==> config.mk <==
export PLATFORM = sky130hd
export DESIGN_NAME = posit_encoder
export DESIGN_NICKNAME = d
export VERILOG_FILES = /design/src/rtl/posit_pkg.sv /design/src/rtl/posit_round.sv /design/src/rtl/posit_encoder.sv
export SDC_FILE = /design/constraint.sdc
export NUM_CORES = 1
export LEC_CHECK = 0
export ABC_AREA = 1
export BUFFER_PORTS_ARGS = -buffer_cell sky130_fd_sc_hd__buf_2
export CORE_ASPECT_RATIO = 0.8
export CORE_MARGIN = 4
export CORE_UTILIZATION = 60
export CTS_CLUSTER_DIAMETER = 80
export CTS_CLUSTER_SIZE = 12
export DETAILED_ROUTE_END_ITERATION = 7
export PLACE_DENSITY = 0.81
export REMOVE_ABC_BUFFERS = 1
export SLEW_MARGIN = 20
export SYNTH_ARGS = -nofsm -noshare
export SYNTH_HDL_FRONTEND = slang
export SYNTH_SLANG_ARGS = --single-unit
==> constraint.sdc <==
create_clock -name clk -period 6 [get_ports clk]
set_clock_uncertainty 0.15 [all_clocks]
set_input_delay 1.8 -clock clk [delete_from_list [all_inputs] [get_ports clk]]
set_output_delay 1.8 -clock clk [all_outputs]
set_load 0.05 [all_outputs]
==> src/rtl/posit_pkg.sv <==
// Shared defaults, special encodings and the operand-class enum used by the
// posit encoder pipeline.
package posit_pkg;

  localparam int DEF_N  = 8;
  localparam int DEF_ES = 1;
  localparam int DEF_RS = 4;
  localparam int DEF_FS = DEF_N - DEF_ES - 3;

  localparam logic [DEF_N-1:0] ZERO   = 8'h00;
  localparam logic [DEF_N-1:0] NAR    = 8'h80;
  localparam logic [DEF_N-1:0] MAXPOS = 8'h7F;
  localparam logic [DEF_N-1:0] MINPOS = 8'h01;

  // Operand class resolved in stage 1 so stage 2 only rounds and signs.
  typedef enum logic [2:0] {
    KIND_NORM = 3'd0,
    KIND_ZERO = 3'd1,
    KIND_NAR  = 3'd2,
    KIND_MAXP = 3'd3,
    KIND_MINP = 3'd4
  } kind_e;

endpackage

==> src/rtl/posit_round.sv <==
// Combinational round-to-nearest-even, magnitude clamp to [MINPOS, MAXPOS],
// sign application and special-value bypass for the posit encoder.
module posit_round
  import posit_pkg::*;
#(
  parameter int N = DEF_N
) (
  input  kind_e        kind,
  input  logic         sign,
  input  logic [N-2:0] body,
  input  logic         guard,
  input  logic         rsticky,
  output logic [N-1:0] posit
);

  localparam logic [N-2:0] MAG_MAX   = {(N-1){1'b1}};
  localparam logic [N-2:0] MAG_MIN   = {{(N-2){1'b0}}, 1'b1};
  localparam logic [N-1:0] WORD_NAR  = {1'b1, {(N-1){1'b0}}};
  localparam logic [N-1:0] WORD_ZERO = {N{1'b0}};

  logic         inc_s;
  logic [N-1:0] sum_s;
  logic [N-2:0] mag_s;
  logic [N-1:0] word_s;

  // Round the body to nearest-even; a carry out or a zero result is clamped
  // so that a nonzero value never becomes zero or NaR.
  always_comb begin
    inc_s = guard & (rsticky | body[0]);
    sum_s = {1'b0, body} + {{(N-1){1'b0}}, inc_s};
    mag_s = MAG_MIN;
    case (kind)
      KIND_MAXP: mag_s = MAG_MAX;
      KIND_MINP: mag_s = MAG_MIN;
      KIND_NORM: begin
        if (sum_s[N-1]) begin
          mag_s = MAG_MAX;
        end else if (sum_s[N-2:0] == {(N-1){1'b0}}) begin
          mag_s = MAG_MIN;
        end else begin
          mag_s = sum_s[N-2:0];
        end
      end
      default: mag_s = MAG_MIN;
    endcase
  end

  // Zero and NaR ignore the sign; everything else is negated as a whole word.
  always_comb begin
    word_s = {1'b0, mag_s};
    case (kind)
      KIND_NAR:  posit = WORD_NAR;
      KIND_ZERO: posit = WORD_ZERO;
      default: begin
        if (sign) begin
          posit = ~word_s + {{(N-1){1'b0}}, 1'b1};
        end else begin
          posit = word_s;
        end
      end
    endcase
  end

endmodule

==> src/rtl/posit_encoder.sv <==
// Two-stage posit encoder: stage 1 lays out regime/exponent/fraction and
// extracts guard and round-sticky, stage 2 rounds, signs and holds the word.
module posit_encoder
  import posit_pkg::*;
#(
  parameter  int N  = DEF_N,
  parameter  int ES = DEF_ES,
  parameter  int RS = DEF_RS,
  localparam int FS = N - ES - 3
) (
  input  logic          clk,
  input  logic          rst,
  input  logic          in_valid,
  output logic          in_ready,
  input  logic          sign,
  input  logic          zero,
  input  logic          nar,
  input  logic [RS-1:0] regi,
  input  logic [ES-1:0] expo,
  input  logic [FS-1:0] frac,
  input  logic          sticky,
  output logic          out_valid,
  input  logic          out_ready,
  output logic [N-1:0]  posit
);

  // Longest in-range regime is N-1 bits, followed by exponent and fraction.
  localparam int TW = N - 1 + ES + FS;

  int            k_s;
  logic [TW-1:0] base_pos_s;
  logic [TW-1:0] base_neg_s;
  logic [TW-1:0] str_s;
  kind_e         kind_s;

  logic          s1_valid_r;
  kind_e         s1_kind_r;
  logic          s1_sign_r;
  logic [N-2:0]  s1_body_r;
  logic          s1_guard_r;
  logic          s1_rsticky_r;

  logic          s2_valid_r;
  logic [N-1:0]  posit_r;
  logic [N-1:0]  rnd_posit_s;

  logic          s1_load_s;
  logic          s2_load_s;

  assign s2_load_s = !s2_valid_r || out_ready;
  assign s1_load_s = !s1_valid_r || s2_load_s;
  assign in_ready  = s1_load_s;
  assign out_valid = s2_valid_r;
  assign posit     = posit_r;

  // Classify the operand and build the MSB-first bit string: the regime
  // terminator plus tail is shifted down, filling with the regime run bit.
  always_comb begin
    k_s        = int'($signed(regi));
    base_pos_s = {1'b0, expo, frac, {(TW-1-ES-FS){1'b0}}};
    base_neg_s = {1'b1, expo, frac, {(TW-1-ES-FS){1'b0}}};
    if (k_s >= 32'sd0) begin
      str_s = ~((~base_pos_s) >> (k_s + 32'sd1));
    end else begin
      str_s = base_neg_s >> (32'sd0 - k_s);
    end
    if (nar) begin
      kind_s = KIND_NAR;
    end else if (zero) begin
      kind_s = KIND_ZERO;
    end else if (k_s >= N - 32'sd2) begin
      kind_s = KIND_MAXP;
    end else if (k_s <= 32'sd1 - N) begin
      kind_s = KIND_MINP;
    end else begin
      kind_s = KIND_NORM;
    end
  end

  // Stage 1 register: unrounded body, guard and round-sticky.
  always_ff @(posedge clk or posedge rst) begin
    if (rst) begin
      s1_valid_r   <= 1'b0;
      s1_kind_r    <= KIND_ZERO;
      s1_sign_r    <= 1'b0;
      s1_body_r    <= {(N-1){1'b0}};
      s1_guard_r   <= 1'b0;
      s1_rsticky_r <= 1'b0;
    end else if (s1_load_s) begin
      s1_valid_r   <= in_valid;
      s1_kind_r    <= kind_s;
      s1_sign_r    <= sign;
      s1_body_r    <= str_s[TW-1 -: N-1];
      s1_guard_r   <= str_s[TW-N];
      s1_rsticky_r <= (|str_s[TW-N-1:0]) | sticky;
    end else begin
      s1_valid_r   <= s1_valid_r;
    end
  end

  posit_round #(
    .N(N)
  ) u_round (
    .kind    (s1_kind_r),
    .sign    (s1_sign_r),
    .body    (s1_body_r),
    .guard   (s1_guard_r),
    .rsticky (s1_rsticky_r),
    .posit   (rnd_posit_s)
  );

  // Stage 2 register: final word, held while the consumer stalls.
  always_ff @(posedge clk or posedge rst) begin
    if (rst) begin
      s2_valid_r <= 1'b0;
      posit_r    <= {N{1'b0}};
    end else if (s2_load_s) begin
      s2_valid_r <= s1_valid_r;
      posit_r    <= rnd_posit_s;
    end else begin
      s2_valid_r <= s2_valid_r;
    end
  end

endmodule

==> results of run 1 <==
placed cells by master (no fill, tap or decap), drive strengths merged:
cell type | Yosys | layout
a21oi | 14 | 14
a31oi | 3 | 3
buf | 6 | 29
clkbuf | 2 | 4
clkinv | 1 | 1
dfrtp | 22 | 22
dfstp | 1 | 1
ha | 8 | 8
inv | 48 | 48
nand2 | 127 | 127
nand3 | 48 | 48
nand4 | 10 | 10
nor2 | 31 | 31
nor3 | 4 | 4
o2111ai | 1 | 1
o211ai | 2 | 2
o21a | 1 | 1
o21ai | 29 | 29
o22ai | 2 | 2
o31ai | 1 | 1
or2 | 6 | 6
xor2 | 2 | 2
cell families after synthesis:
group,Yosys count,synth area share (%)
and+or+nand+nor,226,44.97
buffers and inverters,57,10.44
AOI/OAI and AO/OA,53,13.59
DFF,23,25.47
adders and majority gates,8,4.420
xor gates and xnor gates,2,1.105
how the worst max path moves through the flow:
stage | cells past startpoint | end | slack, ns | start
3_3_place_gp | 8 | in_ready | 1.11 | out_ready
6_report | 8 | in_ready | 1.05 | out_ready
5_1_grt | 8 | in_ready | 0.96 | out_ready
4_1_cts | 8 | in_ready | 1.05 | out_ready
2_1_floorplan | 4 | in_ready | 0.99 | out_ready
3_5_place_dp | 8 | in_ready | 1.06 | out_ready
state kept, by name (all words and copies together), names as in the netlist:
register / cells
posit: 8
s1_valid_r: 1
s1_rsticky_r: 1
out_valid: 1
s1_sign_r: 1
s1_kind_r: 3
s1_body_r: 7
s1_guard_r: 1
critical path, delay by kind of cell:
family                 cells  cell delay, ns
buffers and inverters      6            0.88
and+or+nand+nor            2            0.31
synth_stat cells (all sizes together):
cell type / count
a21oi: 14
a31oi: 3
buf: 6
clkbuf: 2
clkinv: 1
dfrtp: 22
dfstp: 1
ha: 8
inv: 48
nand2: 127
nand3: 48
nand4: 10
nor2: 31
nor3: 4
o2111ai: 1
o211ai: 2
o21a: 1
o21ai: 29
o22ai: 2
o31ai: 1
or2: 6
xor2: 2
per-layer routing:
metal	vias to the layer above	global-route usage [%]	routed length, µm
li1	1248	-	-
met1	1084	36.26	2787
met2	74	35.54	2261
met3	4	6.052	429
met4	0	1.357	32
met5	-	0	0
power groups by stage:
stage | registers, W | clock network, W | logic [W]
finish | 0.000202 | 0.0000953 | 0.000275
global route | 0.000206 | 0.000103 | 0.000310
CTS | 0.000201 | 0.0000966 | 0.000273
detailed placement | 0.000204 | 0 | 0.000271
global placement | 0.000203 | 0 | 0.000266
floorplan | 0.000245 | 0 | 0.000162
metrics by stage:
stage | hold slack [ns] | util, % | area [µm²] | power (W) | worst slack, ns
floorplan | 0.3046 | - | 2212 | 0.0004071 | 0.9891
global placement | 0.3098 | 68.24 | 2417 | 0.0004693 | 1.107
detailed placement | 0.3145 | 68.24 | 2417 | 0.0004750 | 1.055
CTS | 0.3364 | 69.52 | 2462 | 0.0005708 | 1.050
global route | 0.3669 | 69.52 | 2462 | 0.0006179 | 0.9617
finish | 0.3360 | 69.52 | 2462 | 0.0005718 | 1.052
final cells by class:
type | count | area, µm² | area share, %
clock buffers | 4 | 45.04 | 1.829
inverters | 49 | 183.9 | 7.470
multi-input cells | 289 | 1451 | 58.94
flip-flops and latches | 23 | 576.8 | 23.42
well taps | 42 | 52.55 | 2.134
repair buffers | 29 | 152.6 | 6.199
==> out/metrics.cfg, run 1 <==
[global_route]
grt_usage_pct = 23.90
grt_pass1_vias = 2184
grt-ovfl-total = 0
grt_pass1_wl_um = 9749
antenna_found_initial = 0
grt_max_degree = 24

[sta]
setup_tns_ns = 0
setup_violations = 0
timing.fmax_ghz = 0.2021
min_period_over_period_pct = 82.47
maxSlewHeadroom_pct = 41.54
slew_viol_final = 0
grt_setup_unrepaired = no
worst_pin_slew_ns = 0.8759
period_needed_ns = 4.948
hold_violations = 0

[setup_path]
r2r_start = s1_body_r[0]$_DFFE_PP0P_
timing.rr.end = posit[6]$_DFFE_PP0P_
path_class = input pin to output pin
path_cells = buf_2 -> nor2_1 -> buf_4 -> inv_1 -> nor2_4 -> clkinv_1 -> buf_4 -> buf_2
cp-start-kind = input pin
r2r_cells = 14
cpPeakStageDelay_ns = 0.22
critPathMaxFanout = 17
cp-end-kind = output pin
worstPathArrival_ns = 3.00
r2r_setup_slack_ns = 3.46
critPathRequiredTime_ns = 4.05
slowest_stage = buf_2

[drt]
dr.pass1.iters = 5
wl_um = 5510
vias = 2410
drc = 0
drt_iter0_markers = 179
ant_nets = 0
post_drt_wl_per_cell_um = 12.64
vias_per_cell = 5.528

[layout]
n_antenna_cell = 0
area_growth_pct = 8.729
final_cells = 436
drive_gt1_share_pct = 17.77
fillers = 333
nets = 420

[power_and_ir_drop]
p_int_w = 0.0003105
p_switching_w = 0.0002613
p_leak_nw = 1.347
sw_frac_of_total_pct = 45.69
power.density_nw_per_um2 = 232.2
seq_power_share_pct = 35.3
p_clk_share_pct = 16.7
irDropWorstVdd_mv = 0.2423
p_comb_share_pct = 48.0

[cts]
cts_resized = 0
cts_setup_buffers = 0
cts_made_buffers = 3
cts_hold_buf = 0
clockRootBuffer = clkbuf_8
cts_sinks = 23
clock_latency_ns = 0.26
cts_tree = built
htreeDepth = 1
clk_pin_slew_ns = 0.07
cts_buffer_depth = 2

[flow_run]
cap_viol_max_count = 0

[die]
design.core.area_um2 = 3542
num_io_pins = 27
start_util_pct = 63.94
die-area_um2 = 4828
die_w_um = 76.69
die_y_um = 62.95
rows = 19

[synthesis]
syn_area_um2 = 2265
synth_top_area_cell = dfrtp_1
ys_seq_area_share_pct = 25.47
synth_top_cell_area_share_pct = 24.31
synthTopCellsByArea = dfrtp_1 24%, nand2_1 19%, nand3_1 9.9%, inv_1 7.0%, nor2_1 4.6%
synth.ff_latch_count = 23
ys.warnings.count = 0
synth_cell_types = 34
avgSynthCellArea_um2 = 6.137
postSynthCellCount = 369

[hold_path]
hold_end = posit[3]$_DFFE_PP0P_
whs_path_depth = 2
min_path_type = flop to flop
min_from = posit[3]$_DFFE_PP0P_

[place]
port_buffers = 26
dpl.hpwl_um = 4390
place.gp.congestion = 0.8886
placed_cells = 432

[status]
status = complete, no violations

Power figures use the tool's default switching activity.
==> run 2: changes to the inputs <==
Settings changed: CORE_UTILIZATION 60 to 59, PLACE_DENSITY 0.81 to 0.8.
Clock period 6 ns to 4.6 ns, I/O delays scaled along.
==> run 2 against run 1 <==
Total power increased by 31%. Via count grew 2.2%. Die area up 1.5%. Sequential share of layout area is 0.15 points lower. Cell count up 0.46%. Critical endpoint unchanged.
==> out/metrics.cfg, run 2 (same netlist as run 1, synthesis figures left out) <==
[setup_path]
worstPathArrival_ns = 2.40
crit_buf_inv = 5
cp-start-kind = input pin
slowest_stage = buf_2
r2r_cells = 14
r2r_start = s1_body_r[0]$_DFFE_PP0P_
timing.rr.end = posit[6]$_DFFE_PP0P_
cp-end-kind = output pin
critPathMaxFanout = 17
cpPeakStageDelay_ns = 0.22
path_delay_family = buffers and inverters
critPathRequiredTime_ns = 3.07
r2r_setup_slack_ns = 2.11
path_cells = buf_2 -> nor2_1 -> inv_1 -> nor2_4 -> clkinv_1 -> buf_4 -> buf_2
path_class = input pin to output pin
cp_common_cell = buf_2

[die]
num_io_pins = 27
die_y_um = 63.42
rows = 19
die_w_um = 77.27
die-area_um2 = 4900
design.core.area_um2 = 3566
start_util_pct = 63.51

[drt]
post_drt_wl_per_cell_um = 12.52
drc = 0
vias = 2462
ant_nets = 0
dr.pass1.iters = 5
drt_iter0_markers = 202
vias_per_cell = 5.621
wl_um = 5484

[cts]
cts_setup_buffers = 0
htreeDepth = 1
clk_pin_slew_ns = 0.08
clock_latency_ns = 0.27
cts_resized = 0
cts_made_buffers = 3
cts_buffer_depth = 2
cts_tree = built
clockRootBuffer = clkbuf_8
cts_hold_buf = 0
cts_sinks = 23

[hold_path]
min_path_type = flop to flop
hold_end = out_valid$_DFFE_PP0P_
min_from = s1_valid_r$_DFFE_PP0P_
whs_path_depth = 2

[global_route]
grt-ovfl-total = 0
grt_usage_pct = 24.20
grt_max_degree = 24
antenna_found_initial = 0
grt_pass1_vias = 2121
grt_pass1_wl_um = 9832

[sta]
hold_violations = 0
slew_viol_final = 0
hold-worst-slack_ns = 0.3323
worst_pin_slew_ns = 0.8637
grt_setup_unrepaired = no
min_period_over_period_pct = 85.43
timing.final.ws_setup_ns = 0.6702
maxSlewHeadroom_pct = 42.36
setup_violations = 0
timing.fmax_ghz = 0.2545
period_needed_ns = 3.930
setup_tns_ns = 0

[power_and_ir_drop]
power.density_nw_per_um2 = 302.5
p_leak_nw = 1.359
irDropWorstVdd_mv = 0.3001

[status]
status = complete, no violations

[layout]
largest_reg_flops = 8
drive_gt1_share_pct = 18.43
final_common_cell = nand2_1
nets = 422
layout_common_cells = 115 x nand2_1, 45 x nand3_1, 42 x inv_1, 28 x nor2_1, 26 x buf_2
area_growth_pct = 9.448
n_antenna_cell = 0

[place]
post-place-ws_ns = 0.6647
place.gp.congestion = 0.9216
dpl.hpwl_um = 4411
port_buffers = 26

[flow_run]
cap_viol_max_count = 0

run 2: cell count changes in the layout (fill, tap and decap cells not counted):
cell / delta
clkinv_2: +1
clkbuf_1: -1
buf_4: +2
run 2: stage by stage:
stage | power, W | std cells | util [%] | area [µm²]
2_1_floorplan | 0.0005309 | 361 | - | 2212
3_3_place_gp | 0.0006141 | 434 | 68.21 | 2432
3_5_place_dp | 0.0006212 | 434 | 68.21 | 2432
4_1_cts | 0.0007514 | 438 | 69.51 | 2479
5_1_grt | 0.0008153 | 438 | 69.51 | 2479
6_report | 0.0007498 | 438 | 69.51 | 2479
run 2: report_power, final:
| part | total, W | leakage, nW | switching [W] | internal [W] |
|---|---|---|---|---|
| Combinational | 0.000360 | 1.06 | 0.000252 | 0.000108 |
| Sequential | 0.000262 | 0.277 | 0.0000258 | 0.000236 |
| Clock | 0.000128 | 0.0255 | 0.0000672 | 0.0000606 |
run 2: cell type report:
class,count,area (µm²)
Clock buffer,3,41.29
Timing Repair Buffer,31,167.7
Multi-Input combinational cell,289,1451
Clock inverter,1,5.005
Sequential cell,23,576.8
Inverter,49,183.9
Tap cell,42,52.55
Fill cell,345,1087
run 2: layer usage:
layer	track usage, %	wire length [µm]
met5	0	0
met4	3.333	37
met3	3.276	456
met2	34.59	2141
met1	38.92	2849
run 2: how the worst max path moves through the flow:
stage	end	slack, ns	cells after the start	from
2_1_floorplan	in_ready	0.43	4	out_ready
3_3_place_gp	in_ready	0.67	7	out_ready
3_5_place_dp	in_ready	0.66	7	out_ready
4_1_cts	in_ready	0.66	7	out_ready
5_1_grt	in_ready	0.59	7	out_ready
6_report	in_ready	0.67	7	out_ready
run 2: worst reg2reg max path, cell delays in order, from the launching register on:
cell and delay [ns]:
dfrtp_1 0.41, o21a_1 0.18, ha_1 0.21, ha_1 0.23, nand3_1 0.14, o21ai_0 0.09
nand2_1 0.08, nor2_1 0.06, a21oi_2 0.20, ha_1 0.21, nand3_1 0.11, nand2_1 0.11
nand3_1 0.08, nand3_1 0.09, nand2_1 0.05
